<file path="src/rtl/disparity_search_ctrl.sv">
// Stereo disparity search sequencer: feeds row pairs to the SSD MAC,
// sums per-row results into a window cost and tracks the argmin.
module disparity_search_ctrl #(
  parameter int WIN_ROWS = 6,
  parameter int MAX_DISP = 64,
  parameter int ROW_W    = 20,
  parameter int DISP_W   = $clog2(MAX_DISP),
  parameter int COST_W   = ROW_W + $clog2(WIN_ROWS)
) (
  input  logic                        clk_in,
  input  logic                        rst_in,
  input  logic                        start_in,
  output logic                        busy_out,
  output logic                        fetch_req_out,
  output logic [$clog2(WIN_ROWS)-1:0] fetch_row_out,
  output logic [DISP_W-1:0]           fetch_disp_out,
  input  logic                        fetch_valid_in,
  input  logic [47:0]                 fetch_left_in,
  input  logic [47:0]                 fetch_right_in,
  output logic                        mac_valid_out,
  output logic [47:0]                 mac_left_out,
  output logic [47:0]                 mac_right_out,
  input  logic [ROW_W-1:0]            mac_result_in,
  output logic                        done_out,
  output logic [DISP_W-1:0]           best_disp_out,
  output logic [COST_W-1:0]           best_cost_out
);

  localparam int RW = $clog2(WIN_ROWS);
  localparam logic [RW-1:0]     LAST_ROW  = RW'(WIN_ROWS - 1);
  localparam logic [DISP_W-1:0] LAST_DISP = DISP_W'(MAX_DISP - 1);

  typedef enum logic [2:0] {
    S_IDLE,
    S_FETCH,
    S_DRAIN,
    S_COMPARE,
    S_DONE
  } state_t;

  state_t              r_state;
  state_t              w_next;
  logic [RW-1:0]       r_row;
  logic [DISP_W-1:0]   r_disp;
  logic [COST_W-1:0]   r_cost;
  logic [COST_W-1:0]   r_min;
  logic [DISP_W-1:0]   r_arg;
  logic                r_pend;
  logic [DISP_W-1:0]   r_best_disp;
  logic [COST_W-1:0]   r_best_cost;

  logic                w_mac_valid;
  logic                w_lt;
  logic [COST_W-1:0]   w_acc;
  logic [COST_W-1:0]   w_min_n;
  logic [DISP_W-1:0]   w_arg_n;

  assign w_mac_valid    = (r_state == S_FETCH) & fetch_valid_in;
  assign mac_valid_out  = w_mac_valid;
  assign mac_left_out   = fetch_left_in;
  assign mac_right_out  = fetch_right_in;
  assign fetch_req_out  = (r_state == S_FETCH);
  assign fetch_row_out  = r_row;
  assign fetch_disp_out = r_disp;
  assign busy_out       = (r_state == S_FETCH) |
                          (r_state == S_DRAIN) |
                          (r_state == S_COMPARE);
  assign done_out       = (r_state == S_DONE);
  assign best_disp_out  = r_best_disp;
  assign best_cost_out  = r_best_cost;

  // Strict compare: ties keep the earlier (lower) disparity.
  assign w_acc   = r_pend ? r_cost + COST_W'(mac_result_in) : r_cost;
  assign w_lt    = r_cost < r_min;
  assign w_min_n = w_lt ? r_cost : r_min;
  assign w_arg_n = w_lt ? r_disp : r_arg;

  always_comb begin
    w_next = r_state;
    unique case (r_state)
      S_IDLE:    if (start_in) w_next = S_FETCH;
      S_FETCH:   if (fetch_valid_in && r_row == LAST_ROW)
                   w_next = S_DRAIN;
      S_DRAIN:   w_next = S_COMPARE;
      S_COMPARE: w_next = (r_disp == LAST_DISP) ? S_DONE : S_FETCH;
      S_DONE:    w_next = S_IDLE;
      default:   w_next = S_IDLE;
    endcase
  end

  always_ff @(posedge clk_in or negedge rst_in) begin
    if (!rst_in) begin
      r_state     <= S_IDLE;
      r_row       <= '0;
      r_disp      <= '0;
      r_cost      <= '0;
      r_min       <= '1;
      r_arg       <= '0;
      r_pend      <= 1'b0;
      r_best_disp <= '0;
      r_best_cost <= '0;
    end else begin
      r_state <= w_next;
      r_pend  <= w_mac_valid;
      unique case (r_state)
        S_IDLE: begin
          if (start_in) begin
            r_disp <= '0;
            r_row  <= '0;
            r_cost <= '0;
            r_min  <= '1;
            r_arg  <= '0;
          end
        end
        S_FETCH: begin
          r_cost <= w_acc;
          if (fetch_valid_in)
            r_row <= (r_row == LAST_ROW) ? '0 : r_row + RW'(1);
        end
        S_DRAIN: r_cost <= w_acc;
        S_COMPARE: begin
          r_min  <= w_min_n;
          r_arg  <= w_arg_n;
          r_cost <= '0;
          // Results are published so they are valid during DONE.
          if (r_disp == LAST_DISP) begin
            r_best_disp <= w_arg_n;
            r_best_cost <= w_min_n;
          end else begin
            r_disp <= r_disp + DISP_W'(1);
          end
        end
        default: ;
      endcase
    end
  end

endmodule

</file>
<file path="config.mk">
export PLATFORM = sky130hd
export DESIGN_NAME = disparity_search_ctrl
export DESIGN_NICKNAME = d
export VERILOG_FILES = /design/src/rtl/disparity_search_ctrl.sv
export SDC_FILE = /design/constraint.sdc
export NUM_CORES = 1
export LEC_CHECK = 0
export CORE_MARGIN = 2
export CORE_UTILIZATION = 47
export CTS_BUF_LIST = sky130_fd_sc_hd__clkbuf_16
export CTS_CLUSTER_DIAMETER = 80
export DETAILED_ROUTE_END_ITERATION = 10
export PLACE_DENSITY = 0.86
export SLEW_MARGIN = 10
export SYNTH_ARGS = -nofsm -noshare
export SYNTH_HDL_FRONTEND = slang
export SYNTH_SLANG_ARGS = --single-unit
</file>
<file path="constraint.sdc">
create_clock -name clk_in -period 4.19 [get_ports clk_in]
set_input_delay 0.838 -clock clk_in [delete_from_list [all_inputs] [get_ports clk_in]]
set_output_delay 0.838 -clock clk_in [all_outputs]
set_load 0.05 [all_outputs]
</file>
Word level (Yosys, flattened, before mapping)
Index checks and enable logic that the tools add are counted. W data, S select, Z words.

$add $sub $neg: 3. Multiply operators: 0. Divide/modulo/power cells: 0. $lt $le $gt $ge: 1. Equal/unequal tests: 11. Shift operators: 0. Mux-type cells: 19. Bitwise operators: 3. Reductions and logical operators: 12.

Operator list (count): $mux W23 (4); $pmux W23 S3 (1); $pmux W23 S2 (1); $pmux W6 S2 (2); $add A23 B20 Y23 (1); $lt A23 B23 Y1 (1); $mux W3 (6); $mux W6 (3); $pmux W3 S4 (1); $reduce_and A3 Y1 (3); $add A6 B1 Y6 const B (1); $eq A3 B2 Y1 const B (2); $eq A3 B3 Y1 const B (2); $eq A6 B6 Y1 const B (1); $ne A2 B1 Y1 const B (3); $pmux W3 S2 (1); $reduce_and A2 Y1 (3); $ne A2 B2 Y1 const B (2); $reduce_bool A2 Y1 (2); $add A3 B1 Y3 const B (1); $eq A3 B1 Y1 const B (1); $logic_not A3 Y1 (1); $reduce_bool A3 Y1 (1); $or A1 B1 Y1 (2); 3 further kinds (3).

Flip-flop bits (word level): 94. Latch bits: 0. RAM bits: 0. ROM bits: 0. Word-level logic and storage cells: 58. Memories kept: 0.

Depth between registers and ports, before layout
Depth in word-level cells: 4. Depth in mapped cells: 10.

Least setup slack after synthesis
No wires, ideal clock.

Path type: register to output. Start: register r_state[2]. End: output port mac_valid_out. Arrival: 2.471 ns. Path slack: 0.881 ns. Cell stages (with the launch flop): 5. Cells stage by stage: dfrtp_1 clkbuf_1 nor3b_1 nand2_1 inv_1.

Word-level cells in the longest chain between the ends: 2.

RTL lines: start: declaration (line 41) `state_t r_state;`; start signal: assignment (line 103) `r_state <= w_next;`; $eq A3 B1 Y1; via fetch_req_out (line 14) `output logic fetch_req_out,`; $and A1 B1 Y1 (line 58) `assign w_mac_valid = (r_state == S_FETCH) & fetch_valid_in;`; end: declaration (line 20) `output logic mac_valid_out,`.

The timed path passes the listed nets, and every way through them passes these cells.

Final worst setup path
Start: register r_state[0]. End: output port mac_valid_out.

Word-level cells in the longest chain between the ends: 2.

RTL lines (line): $eq A3 B1 Y1 (58); $and A1 B1 Y1 (58).

No other way between the ends.

==> impl_results.md <==
- Multiplexer share of the synthesized area: 0.655%
- Leakage: 3.06 nW
- Launch point of the worst path: r_state[0]
- Yosys warning count: 0
- CTS Sinks: 94
- Hold Fails Final Rpt: 0
- Synth Area in Simple Gates: 14.7%
- Fraction of post-synthesis cell area in the top cell type by area: 27.4%
- Number of buffers created by CTS: 9
- Skew final: 0.00661 ns
- Overall die width: 122 µm
- Top cells by count, synth: sky130_fd_sc_hd__buf_4, sky130_fd_sc_hd__dfrtp_1, sky130_fd_sc_hd__nor2_1, sky130_fd_sc_hd__o21ai_0, sky130_fd_sc_hd__ha_1
- Setup slack at placement: 0.753 ns
- Transition time at the pin with the least slew margin: 1.10 ns
- Critical path data required time: 3.35 ns
- Master cell of the clock root buffer: sky130_fd_sc_hd__clkbuf_16
- Worst vdd rail ir drop: 0.339 mV
- Compound-Gate Fraction of Synth Area: 21.5%
- Kind of end point of the critical path: primary output
- Type of origin of the critical path: register
- Met2 usage: 32.0%
- Leading register cell type out of synthesis: sky130_fd_sc_hd__dfrtp_1
- Highest fanout seen on the critical path: 12
- Post-synthesis cell area: 6490 µm²
- Global-route wire length before repair: 24700 µm
- Height of the chip: 122 µm
- Number of port buffers: 65
- Post-synthesis to final-layout area growth: 4.89%
- Type of the worst setup path: register to primary output
- Part of the Yosys area used for sequential elements: 36.7%
- Initial standard-cell utilization of the core: 48.6%
- Vias after detailed routing: 5132
- Syn Area/Cell: 8.96 µm²
- Number of diodes: 0
- Count of flip-flops with a built-in enable after synthesis: 0
- Largest family of logic cells by synthesized area: compound AO/OA/AOI/OAI gates
- Max Cap Violations: 0
- Unrepaired setup endpoints after global routing: no
- Aggregate negative setup slack: 0 ns
- WP data arrival: 2.44 ns
- Cell count after placement: 844
- Result of the run: finished, final reports clean
- Overflow after GRT: 0
- Worst flop-to-flop path startpoint: r_min[14]
- Clock-pin slew on the worst setup and hold paths: 0.07 ns
- Finish-stage setup viols: 0
- Post-Synth Adder-Cell Area: 8.60%
- Number of max-slew violations in the final report: 0
- Number of antenna violations at the first check in global routing: 0
- Layout cell share with drive strength beyond 1: 8.92%
- Met1 track demand over resource in global routing: 29.7%
- Non-filler instance count after layout: 860
- Clock tree from TritonCTS: done
- DP Wirelength: 10600 µm
- Met3 demand-to-capacity share in global routing: 4.63%
- Xor and xnor area share after synthesis: 2.02%
- Post-synth cell types: 69
- Post-route DRC: 0
- Post-CTS setup buffer count: 0
- Number of standard-cell rows in the floorplan: 42
- Length in cells of the worst reg-to-reg path: 8
- Cell types occupying the most area after synthesis: sky130_fd_sc_hd__dfrtp_1, sky130_fd_sc_hd__buf_4, sky130_fd_sc_hd__dfstp_2
- Die outline area: 14800 µm²
- Routed wire length: 14800 µm
- Worst R2R End: r_min[14]
- Final worst path period share: 78.1%
- Worst rel slew slack: 26.1%
- Post-cts gate resize count: 0
- Fraction of registers with async set/reset: 100%
- Most used routing layer in global routing: met2
- Via count of the first global-routing pass: 4866
- Biggest area consumer among synthesized cells: sky130_fd_sc_hd__dfrtp_1
- Setup slack of the most critical reg-to-reg path: 1.10 ns
- Number of instances in the synthesized netlist: 725
- Final min period: 3.27 ns
- Clock latency reported for the late side of the worst-skew pair: 0.35 ns
- DRT Pass-1 Iters: 4
- Hold buffer count at cts: 0
- Count leader, synth: sky130_fd_sc_hd__buf_4
- Layout Utilization: 51.0%
- Setup slack of the critical path after layout: 0.916 ns
- Detail Route Antenna Nets: 0
- Number of nets in the synthesized netlist: 889
- Max Freq: 305 MHz
- 1st-iter DRT viols: 471
- Hold WS: 0.467 ns
- Depth of the CTS H-tree: 3
- WL per Instance: 17.2 µm
- Core Region: 13300 µm²
- # nets final: 843
- Vias per inst: 5.97
- Min-delay worst type: input port to async pin
- Overall Global Routing Usage: 21.0%
- Cell Pwr Density: 697 nW/µm²
- Largest net degree at the start of global routing: 58
- Last weighted congestion value of the routability-driven placer: 0.909
- #FFs+latches synth: 94
- I/O pin count: 258
- Maximum number of buffers from clock root to sink: 2
flip-flops by register name, indices dropped and copies added (netlist names):
signal,cells
r_pend,1
best_disp_out,6
r_arg,6
fetch_row_out,3
fetch_disp_out,6
r_cost,23
r_min,23
r_state,3
best_cost_out,23
metal layers:
layer	wire length, µm	up-vias
met1	6680	2480
met3	1090	21
met4	272	0
met2	6770	198
li1	-	2433
met5	0	-
cell families after synthesis:
| group | Yosys count |
|---|---|
| simple gates | 193 |
| flops | 94 |
| buf+inv | 162 |
| mux | 4 |
| xor+xnor | 15 |
| compound gates | 213 |
| fa+ha+maj | 44 |
placed cells by master (no fill, tap or decap), types with 3 or more instances in the layout:
cell type,count
sky130_fd_sc_hd__and3_1,4
sky130_fd_sc_hd__a31oi_1,28
sky130_fd_sc_hd__a21oi_1,39
sky130_fd_sc_hd__a32o_1,11
sky130_fd_sc_hd__xnor2_1,11
sky130_fd_sc_hd__dfrtp_1,71
sky130_fd_sc_hd__nor3_1,8
sky130_fd_sc_hd__a32oi_1,3
sky130_fd_sc_hd__buf_4,9
sky130_fd_sc_hd__a22o_1,4
sky130_fd_sc_hd__nand3_1,39
sky130_fd_sc_hd__dfstp_2,23
sky130_fd_sc_hd__nor2_1,57
sky130_fd_sc_hd__or3_1,7
sky130_fd_sc_hd__clkdlybuf4s50_1,64
sky130_fd_sc_hd__clkbuf_16,9
sky130_fd_sc_hd__inv_1,33
sky130_fd_sc_hd__and2_1,5
sky130_fd_sc_hd__a21o_1,4
sky130_fd_sc_hd__nand2b_1,7
sky130_fd_sc_hd__o21a_1,3
sky130_fd_sc_hd__nand3b_1,3
sky130_fd_sc_hd__nand4_1,4
sky130_fd_sc_hd__ha_1,43
sky130_fd_sc_hd__o211ai_1,8
sky130_fd_sc_hd__a211oi_1,4
sky130_fd_sc_hd__nor2b_1,3
sky130_fd_sc_hd__xor2_1,4
sky130_fd_sc_hd__o22ai_1,3
sky130_fd_sc_hd__o21ai_0,57
sky130_fd_sc_hd__nand2_1,41
sky130_fd_sc_hd__a2bb2oi_1,23
sky130_fd_sc_hd__o21ai_1,5
cell type report:
class,count,area (µm²)
Fill cell,1217,6540
Clock buffer,9,225
Inverter,32,120
Multi-Input combinational cell,469,3090
Sequential cell,94,2380
Clock inverter,7,66.3
Tap cell,176,220
Timing Repair Buffer,73,708
power by group:
part	internal (mW)	switching (mW)	total, mW	leakage [nW]
logic	0.960	1.41	2.37	1.74
clock network	0.458	0.354	0.812	0.140
registers	1.23	0.335	1.56	1.18
critical path, stage by stage, from the launching register on:
cell,delay (ns)
sky130_fd_sc_hd__dfrtp_1,0.54
sky130_fd_sc_hd__nor3b_1,0.49
sky130_fd_sc_hd__nand2_1,0.13
sky130_fd_sc_hd__inv_1,0.11
sky130_fd_sc_hd__clkdlybuf4s50_1,0.81
worst max path at each step:
stage,endpoint,slack (ns),cells after the start
global placement,r_cost[22],0.82,10
finish,mac_valid_out,0.92,4
global route,mac_valid_out,0.83,4
detailed placement,r_cost[22],0.75,10
CTS,mac_valid_out,0.93,4
floorplan,mac_valid_out,0.88,4
through the flow:
stage / cell area (µm²) / total power, mW
final: 6810 / 4.75
after CTS: 6810 / 4.72
after floorplan: 6490 / 3.54
after detailed placement: 6520 / 3.90
after global placement: 6520 / 3.82
after global routing: 6810 / 5.11
Note: power is estimated with default switching activity, not from simulation.
